<file path="src/rtl/abro_pkg.sv">
// Shared ABRO definitions: command order encodings, the stimulus driver's state
// set and the event pattern that each order produces.
package abro_pkg;

    localparam logic [1:0] ORD_AB  = 2'b00;
    localparam logic [1:0] ORD_BA  = 2'b01;
    localparam logic [1:0] ORD_SIM = 2'b10;
    localparam logic [1:0] ORD_AR  = 2'b11;

    localparam int unsigned ABRO_TIMEOUT = 16;

    typedef enum logic [2:0] {
        ST_IDLE,
        ST_EMIT1,
        ST_GAP,
        ST_EMIT2,
        ST_WAIT_O,
        ST_REPORT
    } drv_state_e;

    // Event pattern packed as {A, B, R}
    function automatic logic [2:0] first_events(input logic [1:0] order);
        logic [2:0] ev;
        ev = 3'b000;
        unique case (order)
            ORD_AB:  ev = 3'b100;
            ORD_BA:  ev = 3'b010;
            ORD_SIM: ev = 3'b110;
            ORD_AR:  ev = 3'b100;
            default: ev = 3'b000;
        endcase
        return ev;
    endfunction

    function automatic logic [2:0] second_events(input logic [1:0] order);
        logic [2:0] ev;
        ev = 3'b000;
        unique case (order)
            ORD_AB:  ev = 3'b010;
            ORD_BA:  ev = 3'b100;
            ORD_AR:  ev = 3'b001;
            default: ev = 3'b000;
        endcase
        return ev;
    endfunction

endpackage

</file>
<file path="src/rtl/abro_gap_counter.sv">
// Loadable down-counter used to space ABRO events; reports when one cycle remains.
module abro_gap_counter #(
    parameter int unsigned W = 8
) (
    input  logic         clk,
    input  logic         reset,
    input  logic         load,
    input  logic [W-1:0] value,
    input  logic         dec,
    output logic         is_one_c
);

    logic [W-1:0] count;

    // Decrement stops at zero so the counter can never wrap
    always_ff @(posedge clk) begin
        if (!reset) begin
            count <= '0;
        end else if (load) begin
            count <= value;
        end else if (dec && (count != '0)) begin
            count <= count - W'(1);
        end
    end

    assign is_one_c = (count == W'(1));

endmodule

</file>
<file path="src/rtl/abro_stimulus_driver.sv">
// Transaction initiator for the ABRO detector: turns one command into A/B/R
// pulses, watches O and reports pass/fail with the O latency.
module abro_stimulus_driver
    import abro_pkg::*;
#(
    parameter int unsigned DELAY_W = 8,
    parameter int unsigned TIMEOUT = ABRO_TIMEOUT,
    parameter int unsigned LAT_W   = 5
) (
    input  logic               clk,
    input  logic               reset,
    input  logic               cmd_valid,
    output logic               cmd_ready,
    input  logic [1:0]         cmd_order,
    input  logic [DELAY_W-1:0] cmd_gap,
    output logic               A,
    output logic               B,
    output logic               R,
    input  logic               O,
    output logic               done,
    output logic               pass,
    output logic               early_o,
    output logic [LAT_W-1:0]   o_latency
);

    localparam logic [LAT_W-1:0] TIMER_MAX = LAT_W'(TIMEOUT - 1);

    drv_state_e          state;
    logic                ready_q;
    logic [1:0]          order_q;
    logic [DELAY_W-1:0]  gap_q;
    logic                expect_o;
    logic                early;
    logic [LAT_W-1:0]    timer;
    logic                cnt_is_one;

    // Ready is held low combinationally for as long as reset is asserted
    assign cmd_ready = ready_q & reset;

    abro_gap_counter #(
        .W(DELAY_W)
    ) u_gap (
        .clk      (clk),
        .reset    (reset),
        .load     (state == ST_EMIT1),
        .value    (gap_q),
        .dec      ((state == ST_GAP) && !cnt_is_one),
        .is_one_c (cnt_is_one)
    );

    // Event outputs are set on the edge that enters the emitting state,
    // so each pulse coincides with that state's single cycle.
    always_ff @(posedge clk) begin
        if (!reset) begin
            state     <= ST_IDLE;
            ready_q   <= 1'b1;
            order_q   <= ORD_AB;
            gap_q     <= '0;
            expect_o  <= 1'b0;
            early     <= 1'b0;
            timer     <= '0;
            A         <= 1'b0;
            B         <= 1'b0;
            R         <= 1'b0;
            done      <= 1'b0;
            pass      <= 1'b0;
            early_o   <= 1'b0;
            o_latency <= '0;
        end else begin
            A    <= 1'b0;
            B    <= 1'b0;
            R    <= 1'b0;
            done <= 1'b0;
            unique case (state)
                ST_IDLE: begin
                    if (cmd_valid) begin
                        order_q   <= cmd_order;
                        gap_q     <= cmd_gap;
                        expect_o  <= (cmd_order != ORD_AR);
                        early     <= 1'b0;
                        ready_q   <= 1'b0;
                        {A, B, R} <= first_events(cmd_order);
                        state     <= ST_EMIT1;
                    end
                end
                ST_EMIT1: begin
                    early <= early | O;
                    if (order_q == ORD_SIM) begin
                        timer <= '0;
                        state <= ST_WAIT_O;
                    end else if (gap_q == '0) begin
                        {A, B, R} <= second_events(order_q);
                        state     <= ST_EMIT2;
                    end else begin
                        state <= ST_GAP;
                    end
                end
                ST_GAP: begin
                    early <= early | O;
                    if (cnt_is_one) begin
                        {A, B, R} <= second_events(order_q);
                        state     <= ST_EMIT2;
                    end
                end
                ST_EMIT2: begin
                    early <= early | O;
                    timer <= '0;
                    state <= ST_WAIT_O;
                end
                ST_WAIT_O: begin
                    // O on the last timer cycle still counts as seen
                    if (O) begin
                        done      <= 1'b1;
                        pass      <= expect_o & ~early;
                        early_o   <= early;
                        o_latency <= timer;
                        state     <= ST_REPORT;
                    end else if (timer == TIMER_MAX) begin
                        done      <= 1'b1;
                        pass      <= ~expect_o & ~early;
                        early_o   <= early;
                        o_latency <= '1;
                        state     <= ST_REPORT;
                    end else begin
                        timer <= timer + LAT_W'(1);
                    end
                end
                ST_REPORT: begin
                    ready_q <= 1'b1;
                    state   <= ST_IDLE;
                end
                default: begin
                    ready_q <= 1'b1;
                    state   <= ST_IDLE;
                end
            endcase
        end
    end

endmodule

</file>
<file path="config.mk">
export PLATFORM = sky130hd
export DESIGN_NAME = abro_stimulus_driver
export DESIGN_NICKNAME = d
export VERILOG_FILES = /design/src/rtl/abro_pkg.sv /design/src/rtl/abro_gap_counter.sv /design/src/rtl/abro_stimulus_driver.sv
export SDC_FILE = /design/constraint.sdc
export NUM_CORES = 1
export LEC_CHECK = 0
export ABC_AREA = 1
export BUFFER_PORTS_ARGS = -buffer_cell sky130_fd_sc_hd__buf_2
export CORE_UTILIZATION = 45
export CTS_CLUSTER_SIZE = 28
export DETAILED_ROUTE_END_ITERATION = 16
export PLACE_DENSITY = 0.72
export SLEW_MARGIN = 40
export SYNTH_ARGS = -nofsm -noshare
export SYNTH_HDL_FRONTEND = slang
export SYNTH_SLANG_ARGS = --single-unit
</file>
<file path="constraint.sdc">
create_clock -name clk -period 1.84 [get_ports clk]
set_input_delay 0.368 -clock clk [delete_from_list [all_inputs] [get_ports clk]]
set_output_delay 0.368 -clock clk [all_outputs]
set_load 0.005 [all_outputs]
</file>
==> out/qor.txt, run 1 <==
Final Net Count = 336
Sequential-to-total area share from yosys stat = 39.6%
Final WL = 4.17 mm
Skew final = 3.35 ps
Outcome = completed
Mapped Cells = 286
Routed Antenna Nets = 0
IO buf count = 25
Final Hold Fails = 0
Total power = 4.01 mW
Total gr overflow = 0
Clk slew on worst S/H paths = 80 ps
CP endpoint kind = flip-flop
Clock buffer depth = 2
Layout cell share with drive strength beyond 1 = 18.6%
Clock buffer count from CTS = 5
Vias in the first global route = 1,692
Crit Path Class = flip-flop to flip-flop
Root buffer selected by CTS = clkbuf_8
FMAX = 587 MHz
# Post-CTS Setup Buffers = 0
IO Count = 26
CTS Sinks = 40
First DRT Iteration DRCs = 84
Post-synth EDFFs = 0
DR WL/cell = 11.3 um
Antenna diodes = 0
Initial antenna violation count = 0
Dpl hpwl = 3.12 mm
Mean post-synth cell area = 7.07 um2
Post-synth ARST share = 0%
PwrDens = 1700 nW/um2
Starting density of the core = 46.8%
Worst Path Required = 2020 ps
Die area = 4770 um2
Setup TNS Final = 0 ps
Chip width = 69.0 um
DRT Pass-1 Iters = 4
Synth Net Count = 306
Tcrit/Tclk final = 92.6%
Fin area = 2350 um2
Filler cells = 431
Largest net degree at the start of global routing = 19
Rows = 24
Crit start category = flip-flop
Synth Register Bits = 40
CORE AREA = 4320 um2
Hold WS = 354 ps
Max Cap Viol = 0
Slew HR = 76.5%
Synth warn = 0
Gr usage total = 19.0%
Post-synthesis cell area = 2020 um2
Crit path max fanout = 5
Worst path arrival time = 1890 ps
Final min period = 1700 ps
Post-synth cell types = 29
Synth Flop Type = dfxtp_1
Max-slew violations = 0
Vias/cell = 4.91
Final setup fails = 0
First-pass GRT wire length = 7.43 mm
Latest clock arrival within the worst-skew pair = 290 ps
Chip height = 69.0 um
Layout area overhead = 16.5%
Drc violations = 0
Core Util, Final = 54.5%
Worst-margin pin slew = 351 ps
CTS tree = yes
Vias = 1,813
Hold crit path type = input pin to flip-flop
Placed Area = 2220 um2
GP Congestion = 0.907
Worst VDD drop = 1.00 mV
Pleak = 1.08 nW
# H-tree levels = 2
==> worst max-delay path, cell delays in order (launching register included) <==
cell	delay, ps
dfxtp_2	340
ha_2	200
nand2_1	60
nor2_1	40
ha_1	180
nor2_2	100
inv_1	40
nand3_1	130
buf_4	170
nand3_2	110
o21ai_0	180
nor2_1	60
==> path summary, 6_finish.rpt <==
kind | from | endpoint | slack [ps] | cells past startpoint
worst min register to register | early_o | early_o | 450 | 2
worst max register to register | timer[0] | timer[1] | 140 | 11
worst min-delay path | cmd_gap[0] | gap_q[0] | 350 | 3
worst max-delay path | timer[0] | timer[1] | 140 | 11
==> metal layers <==
layer / GRT usage, % / part of all wire, % / vias up
li1: - / - / 979
met1: 25.9 / 50 / 809
met2: 29.9 / 46 / 20
met3: 2.63 / 2.0 / 5
met4: 8.39 / 1.4 / 0
met5: 0 / 0 / -
==> synth_stat cells, drive strengths merged (2+ instances only) <==
master  number  share of area, %
nand4        8               2.5
a221oi       5               2.2
nand3       23               7.3
dfxtp       40                40
or2          2              0.62
ha           6               3.7
xor2         3               1.3
a21oi       26               6.4
o21ai       23               5.7
nor3         2               1.1
inv         53               9.8
clkbuf       4              0.74
nand2       51               9.7
buf          4               1.1
nor2        31               6.6
==> registers in the layout, indices dropped and copies added (netlist names) <==
| register | cells |
|---|---|
| state | 3 |
| u_gap.count | 8 |
| expect_o | 1 |
| R | 1 |
| done | 1 |
| A | 1 |
| ready_q | 1 |
| early_o | 1 |
| timer | 5 |
| gap_q | 8 |
| order_q | 2 |
| o_latency | 5 |
| early | 1 |
| B | 1 |
| pass | 1 |
==> cells in the final DEF, fill, tap and decap left out, types with 2 or more instances in the layout <==
| master | instances |
|---|---|
| inv_2 | 3 |
| nand2_1 | 48 |
| o21ai_0 | 22 |
| a221oi_1 | 5 |
| buf_2 | 25 |
| inv_1 | 50 |
| dfxtp_1 | 39 |
| or2_2 | 2 |
| nor2_1 | 27 |
| a21oi_1 | 26 |
| nand4_1 | 8 |
| clkbuf_8 | 7 |
| nand2_2 | 3 |
| nand3_1 | 18 |
| nor2_4 | 2 |
| nor2_2 | 2 |
| nand3_2 | 4 |
| xor2_1 | 3 |
| buf_4 | 6 |
| ha_1 | 5 |
==> power breakdown <==
group / leakage (nW) / internal [mW] / switching (mW)
clock: 0.0645 / 0.478 / 0.299
combinational: 0.687 / 0.689 / 1.22
sequential: 0.328 / 1.13 / 0.203
==> metrics by stage <==
stage / setup slack (ps) / std cells
6_report: 136 / 369
5_1_grt: -27.0 / 369
4_1_cts: 92.6 / 369
3_5_place_dp: 101 / 361
3_3_place_gp: 163 / 361
2_1_floorplan: 256 / 286
==> layout make-up <==
| type | count | area [um2] | area share [%] |
|---|---|---|---|
| Clock inverter | 1 | 30.0 | 1.28 |
| Multi-Input combinational cell | 184 | 988 | 42.0 |
| Timing Repair Buffer | 31 | 170 | 7.23 |
| Sequential cell | 40 | 802 | 34.1 |
| Inverter | 54 | 203 | 8.61 |
| Tap cell | 52 | 65.1 | 2.76 |
| Clock buffer | 7 | 96.3 | 4.09 |
==> cell families (layout without fill, tap and decap cells) <==
logic type      Yosys count  in the layout  share of synthesized area (%)
flops                    40             40                           39.6
compound gates           58             58                           15.7
buf+inv                  62             93                           11.9
fa+ha+maj                 6              6                           3.71
simple gates            117            117                           27.8
xor+xnor                  3              3                           1.30
==> timing repair <==
| item | CTS | global route |
|---|---|---|
| resized for setup | 0 | 4 |
| setup endpoints to repair | 0 | 4 |
| hold buffers | 0 | 0 |
No activity file was read; power rests on OpenSTA's default activity.
==> run 2, diff against run 1 <==
CTS_BUF_LIST = sky130_fd_sc_hd__clkbuf_16   (was default)
PLACE_DENSITY = 0.7   (was 0.72)
==> out/qor.txt, run 2 (synthesis gave the netlist of run 1 again) <==
Outcome = completed
Worst VDD drop = 0.848 mV
Gr usage total = 18.5%
Drc violations = 0
Layout area overhead = 17.6%
Clock buffer depth = 2
Initial antenna violation count = 0
Layout cell share with drive strength beyond 1 = 18.9%
FMAX = 583 MHz
DRT Pass-1 Iters = 4
Final min period = 1710 ps
Vias in the first global route = 1,667
Crit path max fanout = 7
Vias/cell = 4.96
Chip width = 69.0 um
Vias = 1,830
Commonest non-fill, non-tap cell in the layout = inv_1
First-pass GRT wire length = 7.18 mm
Clock power share = 20.5%
Wire length on met3 = 158 um
Starting density of the core = 46.8%
Switching share of power = 43.2%
First DRT Iteration DRCs = 109
Top layer in use = met4
Hold crit path type = input pin to flip-flop
Final Net Count = 337
Final WL = 4.20 mm
GP Congestion = 0.826
Routed Antenna Nets = 0
Max Cap Viol = 0
Max-slew violations = 0
PwrDens = 1710 nW/um2
CTS Sinks = 40
DP Cell Count = 361
Internal power = 2.31 mW
Largest registers = gap_q: 8 flops, u_gap.count: 8 flops
Final setup fails = 0
Die area = 4770 um2
Switch Pwr = 1.75 mW
Largest net degree at the start of global routing = 22
Tcrit/Tclk final = 93.2%
Clk slew on worst S/H paths = 60 ps
Dpl hpwl = 3.02 mm
Clock buffer count from CTS = 5
Worst path arrival time = 1890 ps
Root buffer selected by CTS = clkbuf_16
Latest clock arrival within the worst-skew pair = 280 ps
# hold bufs at CTS = 0
Rows = 24
Crit start category = flip-flop
DR WL/cell = 11.4 um
IO Count = 26
WL met2 = 1.84 mm
Worst-margin pin slew = 358 ps
Final Non-Filler Cells = 369
Final Hold Fails = 0
Pleak = 1.09 nW
Part of the power in registers = 32.7%
Antenna diodes = 0
Worst Path Required = 2020 ps
Logic pwr share = 46.8%
IO buf count = 25
Skew final = 3.85 ps
CTS tree = yes
CORE AREA = 4320 um2
CP endpoint kind = flip-flop
Crit Path Class = flip-flop to flip-flop
Chip height = 69.0 um
Wl on met1 = 2.10 mm
Hold WS = 359 ps
# H-tree levels = 2
Most frequent cells in the layout = inv_1, nand2_1, dfxtp_1
Setup TNS Final = 0 ps
Total power = 4.06 mW
Total gr overflow = 0
Slew HR = 76.0%
==> run 2: timing repair <==
item	4_1_cts	5_1_grt
buffers inserted	0	1
endpoints found under the setup margin	0	10
resized for setup	0	5
==> run 2: power by group through the flow <==
stage / clock network (mW) / registers (mW) / logic [mW]
after CTS: 0.850 / 1.32 / 1.88
after global routing: 0.887 / 1.36 / 2.20
final: 0.832 / 1.33 / 1.90
after floorplan: 0 / 1.30 / 1.54
after global placement: 0 / 1.33 / 1.85
after detailed placement: 0 / 1.33 / 1.87
==> run 2: per-stage QoR <==
step	utilization, %	instance area, um2	setup slack, ps
detailed placement	51.3	2220	84.7
floorplan	-	2020	256
CTS	54.5	2360	61.9
finish	55.0	2380	125
global route	55.0	2380	-18.6
global placement	51.3	2220	164
==> run 2: routing by layer <==
metal	GRT usage [%]	up-vias
met4	8.39	0
met1	24.0	800
met5	0	-
met3	4.53	9
li1	-	980
met2	28.8	41
==> run 2: layout make-up <==
type / instances / area [um2]
multi-input cells: 184 / 993
clock buffers: 5 / 125
inverters: 54 / 203
clock inverters: 2 / 12.5
fillers: 439 / 1950
well taps: 52 / 65.1
flip-flops and latches: 40 / 802
repair buffers: 32 / 178
==> run 2: worst paths after layout <==
check / from / to / slack (ps) / depth (start not counted)
hold reg to reg: early_o / early_o / 440 / 2
hold / removal: cmd_gap[0] / gap_q[0] / 360 / 3
setup reg to reg: timer[0] / timer[4] / 130 / 12
setup / recovery: timer[0] / timer[4] / 130 / 12
==> run 2: worst max-delay path, cell delays in order, from the launching register on <==
cell	delay, ps
dfxtp_2	330
ha_2	200
nand2_1	70
nor2_1	50
ha_1	190
nor2_2	130
inv_1	60
nand3_2	80
nand2_2	80
nor2_4	170
nand2_1	70
nand2_1	120
nor2_1	60
